===== src/rtl/alu_issue_ctrl.sv =====
// Issue controller sitting in front of a registered ALU: accepts one request at a time,
// sequences ISSUE/CAPTURE, owns the architectural NZCV flags and presents the writeback.
module alu_issue_ctrl (
  input  logic        CLOCK_50,
  input  logic        reset,
  input  logic        req_valid,
  output logic        req_ready,
  input  logic [4:0]  req_cmd,
  input  logic [31:0] req_src1,
  input  logic [31:0] req_src2,
  input  logic        req_shift_carry,
  input  logic        req_was_shifted,
  input  logic        req_set_flags,
  input  logic [3:0]  req_rd,
  output logic [4:0]  CTRL_cmd,
  output logic [31:0] src1,
  output logic [31:0] src2,
  output logic        src2shift_carry,
  output logic        was_shifted,
  output logic [3:0]  flags,
  input  logic [31:0] ALU_output,
  input  logic [3:0]  NZCV,
  output logic        wb_valid,
  input  logic        wb_ready,
  output logic [3:0]  wb_rd,
  output logic [31:0] wb_data,
  output logic        cmd_err,
  output logic [15:0] op_count
);

  typedef enum logic [1:0] {StIdle, StIssue, StCapture, StWb} state_e;

  localparam logic [4:0] CmdMov    = 5'b01101;
  localparam logic [4:0] CmdMaxLeg = 5'b10000;
  localparam logic [4:0] CmdTst    = 5'b01000;
  localparam logic [4:0] CmdCmn    = 5'b01011;

  state_e      state_q, state_d;
  logic [4:0]  cmd_q, cmd_d;
  logic [31:0] src1_q, src1_d;
  logic [31:0] src2_q, src2_d;
  logic        shift_carry_q, shift_carry_d;
  logic        was_shifted_q, was_shifted_d;
  logic        set_flags_q, set_flags_d;
  logic [3:0]  rd_q, rd_d;
  logic [3:0]  flags_q, flags_d;
  logic [3:0]  wb_rd_q, wb_rd_d;
  logic [31:0] wb_data_q, wb_data_d;
  logic        cmd_err_q, cmd_err_d;
  logic [15:0] op_count_q, op_count_d;

  logic req_legal;
  logic is_compare;

  assign req_legal  = (req_cmd <= CmdMaxLeg);
  // TST/TEQ/CMP/CMN only produce flags, never a register result.
  assign is_compare = (cmd_q >= CmdTst) && (cmd_q <= CmdCmn);

  always_comb begin
    state_d       = state_q;
    cmd_d         = cmd_q;
    src1_d        = src1_q;
    src2_d        = src2_q;
    shift_carry_d = shift_carry_q;
    was_shifted_d = was_shifted_q;
    set_flags_d   = set_flags_q;
    rd_d          = rd_q;
    flags_d       = flags_q;
    wb_rd_d       = wb_rd_q;
    wb_data_d     = wb_data_q;
    cmd_err_d     = 1'b0;
    op_count_d    = op_count_q;

    unique case (state_q)
      StIdle: begin
        if (req_valid && req_legal) begin
          cmd_d         = req_cmd;
          src1_d        = req_src1;
          src2_d        = req_src2;
          shift_carry_d = req_shift_carry;
          was_shifted_d = req_was_shifted;
          set_flags_d   = req_set_flags;
          rd_d          = req_rd;
          state_d       = StIssue;
        end else if (req_valid) begin
          cmd_err_d = 1'b1;
        end
      end
      StIssue: state_d = StCapture;
      StCapture: begin
        wb_data_d  = ALU_output;
        wb_rd_d    = rd_q;
        op_count_d = op_count_q + 16'd1;
        if (set_flags_q || is_compare) begin
          flags_d = NZCV;
        end
        state_d = is_compare ? StIdle : StWb;
      end
      StWb: begin
        if (wb_ready) begin
          state_d = StIdle;
        end
      end
      default: state_d = StIdle;
    endcase
  end

  always_ff @(posedge CLOCK_50 or posedge reset) begin
    if (reset) begin
      state_q       <= StIdle;
      cmd_q         <= CmdMov;
      src1_q        <= '0;
      src2_q        <= '0;
      shift_carry_q <= 1'b0;
      was_shifted_q <= 1'b0;
      set_flags_q   <= 1'b0;
      rd_q          <= '0;
      flags_q       <= '0;
      wb_rd_q       <= '0;
      wb_data_q     <= '0;
      cmd_err_q     <= 1'b0;
      op_count_q    <= '0;
    end else begin
      state_q       <= state_d;
      cmd_q         <= cmd_d;
      src1_q        <= src1_d;
      src2_q        <= src2_d;
      shift_carry_q <= shift_carry_d;
      was_shifted_q <= was_shifted_d;
      set_flags_q   <= set_flags_d;
      rd_q          <= rd_d;
      flags_q       <= flags_d;
      wb_rd_q       <= wb_rd_d;
      wb_data_q     <= wb_data_d;
      cmd_err_q     <= cmd_err_d;
      op_count_q    <= op_count_d;
    end
  end

  assign req_ready       = (state_q == StIdle) && !reset;
  assign wb_valid        = (state_q == StWb);
  assign CTRL_cmd        = cmd_q;
  assign src1            = src1_q;
  assign src2            = src2_q;
  assign src2shift_carry = shift_carry_q;
  assign was_shifted     = was_shifted_q;
  assign flags           = flags_q;
  assign wb_rd           = wb_rd_q;
  assign wb_data         = wb_data_q;
  assign cmd_err         = cmd_err_q;
  assign op_count        = op_count_q;

endmodule


===== config.mk =====
export PLATFORM = sky130hd
export DESIGN_NAME = alu_issue_ctrl
export DESIGN_NICKNAME = d
export VERILOG_FILES = /design/src/rtl/alu_issue_ctrl.sv
export SDC_FILE = /design/constraint.sdc
export NUM_CORES = 1
export LEC_CHECK = 0
export ABC_CLOCK_PERIOD_IN_PS = 6000
export BUFFER_PORTS_ARGS = -buffer_cell sky130_fd_sc_hd__buf_2
export CORE_UTILIZATION = 50
export CTS_CLUSTER_SIZE = 28
export DETAILED_ROUTE_END_ITERATION = 8
export GPL_ROUTABILITY_DRIVEN = 1
export GPL_TIMING_DRIVEN = 0
export HOLD_SLACK_MARGIN = 0.08
export PLACE_DENSITY = 0.89
export SLEW_MARGIN = 20
export SYNTH_ARGS = -nofsm -noshare
export SYNTH_HDL_FRONTEND = slang
export SYNTH_SLANG_ARGS = --single-unit

===== constraint.sdc =====
create_clock -name CLOCK_50 -period 6 [get_ports CLOCK_50]
set_input_delay 0.6 -clock CLOCK_50 [delete_from_list [all_inputs] [get_ports CLOCK_50]]
set_output_delay 0.6 -clock CLOCK_50 [all_outputs]
set_load 0.05 [all_outputs]

==> impl_metrics.prom <==
# TYPE chip_impl_metric gauge
chip_impl_metric{name="syn_inst",unit=""} 323
chip_impl_metric{name="place_hpwl",unit="mm"} 8.91
chip_impl_info{name="outcome",value="complete, no violations"} 1
chip_impl_metric{name="via_count",unit=""} 3672
chip_impl_metric{name="die_height",unit="um"} 105
chip_impl_metric{name="initial_utilization",unit=""} 0.511
chip_impl_metric{name="io_pins",unit=""} 246
chip_impl_info{name="synth_ff_type",value="sky130_fd_sc_hd__dfrtp_1"} 1
chip_impl_metric{name="cts.clk_slew.worst_paths",unit="ns"} 0.06
chip_impl_metric{name="initial_antenna_violation_count",unit=""} 0
chip_impl_metric{name="max-slew-margin-rel",unit=""} 0.479
chip_impl_info{name="tritoncts",value="built"} 1
chip_impl_metric{name="antenna_nets_post_route",unit=""} 0
chip_impl_metric{name="gp_congestion",unit=""} 0.777
chip_impl_metric{name="met3WireLength",unit="um"} 724
chip_impl_info{name="synth_area_leaders",value="sky130_fd_sc_hd__dfrtp_1 63%, sky130_fd_sc_hd__mux2_2 19%, sky130_fd_sc_hd__mux2_4 8.0%"} 1
chip_impl_metric{name="setup_viol",unit=""} 0
chip_impl_metric{name="post_drt_wl_per_cell",unit="um"} 16.8
chip_impl_metric{name="die_w",unit="um"} 105
chip_impl_metric{name="grt.total_usage",unit=""} 0.234
chip_impl_metric{name="placeableCoreArea",unit="um2"} 10300
chip_impl_info{name="crit_path_top_delay_cell",value="sky130_fd_sc_hd__dfrtp_1"} 1
chip_impl_info{name="start_kind",value="flip-flop"} 1
chip_impl_metric{name="clock_tree.buffer_depth",unit=""} 2
chip_impl_metric{name="synth_area_per_cell",unit="um2"} 16.3
chip_impl_metric{name="final_min_period_over_clock_period",unit=""} 0.341
chip_impl_metric{name="placed_area",unit="um2"} 6690
chip_impl_metric{name="maxClockFrequency",unit="MHz"} 489
chip_impl_metric{name="final_net_count",unit=""} 705
chip_impl_metric{name="n_antenna_cell",unit=""} 0
chip_impl_metric{name="grt_pass1_vias",unit=""} 3995
chip_impl_metric{name="post_synth_instance_area",unit="um2"} 5250
chip_impl_metric{name="finalWorstPathRequiredPeriod",unit="ns"} 2.05
chip_impl_info{name="worstPathCellList",value="nor3_1 -> buf_2"} 1
chip_impl_info{name="hold_path.class",value="input pin to asynchronous set/reset pin"} 1
chip_impl_metric{name="grt_first_pass_wirelength",unit="mm"} 19.5
chip_impl_metric{name="mappedNetlistNets",unit=""} 440
chip_impl_metric{name="crit_arrival",unit="ns"} 1.45
chip_impl_metric{name="cap_violations",unit=""} 0
chip_impl_metric{name="floorplan.die_area",unit="um2"} 10900
chip_impl_info{name="clockRootBuffer",value="sky130_fd_sc_hd__clkbuf_8"} 1
chip_impl_metric{name="required",unit="ns"} 5.40
chip_impl_metric{name="async_reset_ff_frac",unit=""} 1.00
chip_impl_info{name="synthMostInstantiatedCell",value="sky130_fd_sc_hd__dfrtp_1"} 1
chip_impl_metric{name="layout_cells_sized_above_1",unit=""} 0.683
chip_impl_metric{name="clkSinkCount",unit=""} 135
chip_impl_metric{name="detailedPlace.worstSlack",unit="ns"} 3.71
chip_impl_metric{name="top_area_cell_type_share_of_the_netlist_area",unit=""} 0.629
chip_impl_metric{name="hold_buffers_post_cts",unit=""} 0
chip_impl_metric{name="worst_pin_slew",unit="ns"} 0.774
chip_impl_metric{name="drc",unit=""} 0
chip_impl_metric{name="route.layer.met1.wl",unit="mm"} 4.70
chip_impl_metric{name="grt.overflow.total",unit=""} 0
chip_impl_metric{name="number_of_different_library_cells_in_the_post_synthesis_netlist",unit=""} 28
chip_impl_metric{name="synth.yosys.warnings",unit=""} 0
chip_impl_metric{name="wirelength",unit="mm"} 12.4
chip_impl_metric{name="synth_enable_flop_cells",unit=""} 0
chip_impl_info{name="top_signal_layer_used",value="met4"} 1
chip_impl_metric{name="ys_seq_elements",unit=""} 135
chip_impl_info{name="yosysTopAreaCell",value="sky130_fd_sc_hd__dfrtp_1"} 1
chip_impl_metric{name="report.final.hold_viol_count",unit=""} 0
chip_impl_metric{name="detail_route.first_pass.iterations",unit=""} 4
chip_impl_metric{name="synth_seq_area_share",unit=""} 0.644
chip_impl_info{name="endpoint_kind",value="primary output"} 1
chip_impl_info{name="rsz0062_at_grt",value="no"} 1
chip_impl_metric{name="final_design_area_no_fill",unit="um2"} 7330
chip_impl_metric{name="setup_slack",unit="ns"} 3.95
chip_impl_metric{name="drt-vias-per-instance",unit=""} 4.99
chip_impl_metric{name="numPortBuffers",unit=""} 245
chip_impl_metric{name="maximum_number_of_pins_on_one_net_before_global_route_repair",unit=""} 87
chip_impl_metric{name="drt-initial-drc-count",unit=""} 126
chip_impl_metric{name="rows",unit=""} 37
chip_impl_metric{name="critPathMaxStageDelay",unit="ns"} 0.45
chip_impl_metric{name="maxSlewViolCount",unit=""} 0
chip_impl_metric{name="crit_path_max_fanout",unit=""} 7
chip_impl_metric{name="wl_met2",unit="mm"} 6.68
chip_impl_metric{name="final.setup.tns",unit="ns"} 0
chip_impl_metric{name="post-cts-setup-buffer-count",unit=""} 0
chip_impl_metric{name="synthesis_to_finish_area_growth",unit="%"} 39.5
chip_impl_info{name="synth_common_cells",value="132 x sky130_fd_sc_hd__dfrtp_1, 88 x sky130_fd_sc_hd__mux2_2, 28 x sky130_fd_sc_hd__mux2_4"} 1
chip_impl_metric{name="worst_setup_skew_after_layout",unit="ns"} 0.00611
chip_impl_metric{name="cts_buffers",unit=""} 17
chip_impl_metric{name="post_cts_resized",unit=""} 0
chip_impl_metric{name="htreeDepth",unit=""} 4
chip_impl_info{name="critical_path_class",value="flip-flop to primary output"} 1
chip_impl_metric{name="worst_skew_pair.late_latency",unit="ns"} 0.51
logic make-up (layout without fill, tap and decap cells):
group | Yosys count | count (layout) | synth area share
xor gates and xnor gates | 15 | 15 | 0.0250
muxes | 117 | 117 | 0.271
AOI/OAI and AO/OA | 4 | 4 | 0.00595
buffers and inverters | 16 | 293 | 0.0183
DFF | 135 | 135 | 0.644
adders and majority gates | 1 | 1 | 0.00238
and+or+nand+nor | 35 | 35 | 0.0341
metal layers:
metal,GRT usage,up-vias
li1,-,1666
met1,0.258,1815
met2,0.418,168
met3,0.0664,23
met4,0.100,0
met5,0,-
final timing paths:
| path | to | slack (ns) | depth (start not counted) | startpoint |
|---|---|---|---|---|
| min reg2reg | op_count[15] | 0.49 | 1 | op_count[15] |
| max reg2reg | op_count[10] | 4.07 | 4 | state_q[0] |
| min in group CLOCK_50 | state_q[1] | 0.29 | 2 | wb_ready |
| min | wb_data[9] | 0.09 | 2 | reset |
| max | req_ready | 3.95 | 2 | state_q[0] |
| max in group asynchronous | src2[17] | 5.18 | 3 | reset |
registers in the layout (all words and copies together), names as in the netlist, 2 cells and up:
name      count
wb_rd         4
state_q       2
rd_q          4
src2         32
wb_data      32
op_count     16
src1         32
flags         4
CTRL_cmd      5
through the flow:
stage               instances  utilization  hold WS, ns
finish                    736        0.713       0.0947
global route              736        0.713        0.103
CTS                       736        0.713       0.0936
detailed placement        705        0.650        0.481
global placement          704        0.647        0.459
floorplan                 323            -        0.474
placed cells by master (no fill, tap or decap), drive strengths merged, types with 2 or more instances in the layout:
master | synthesis | layout
a21oi | 2 | 2
and3 | 3 | 3
buf | 12 | 258
bufinv | 0 | 5
clkbuf | 1 | 20
clkinv | 0 | 4
clkinvlp | 0 | 3
dfrtp | 132 | 132
dfstp | 3 | 3
inv | 3 | 3
mux2 | 116 | 116
nand2 | 8 | 8
nand3 | 4 | 4
nand4 | 4 | 4
nor2 | 7 | 7
nor2b | 2 | 2
nor3 | 2 | 2
xnor2 | 9 | 9
xor2 | 6 | 6
worst max-delay path, delay by kind of cell (launching register included):
family                 cells  cell delay, ns
flip-flops                 1            0.45
buffers and inverters      1            0.29
AND/OR/NAND/NOR            1            0.20
final cells by class:
type	count	area [um2]
flip-flops and latches	135	3380
fillers	731	2950
multi-input cells	172	1780
repair buffers	246	1250
clock buffers	19	442
clock inverters	12	200
well taps	136	170
plain buffers	13	85.1
inverters	3	18.8
Power is not shown: default switching activity piles up to over one toggle a cycle in this logic, so the estimate is an artifact.
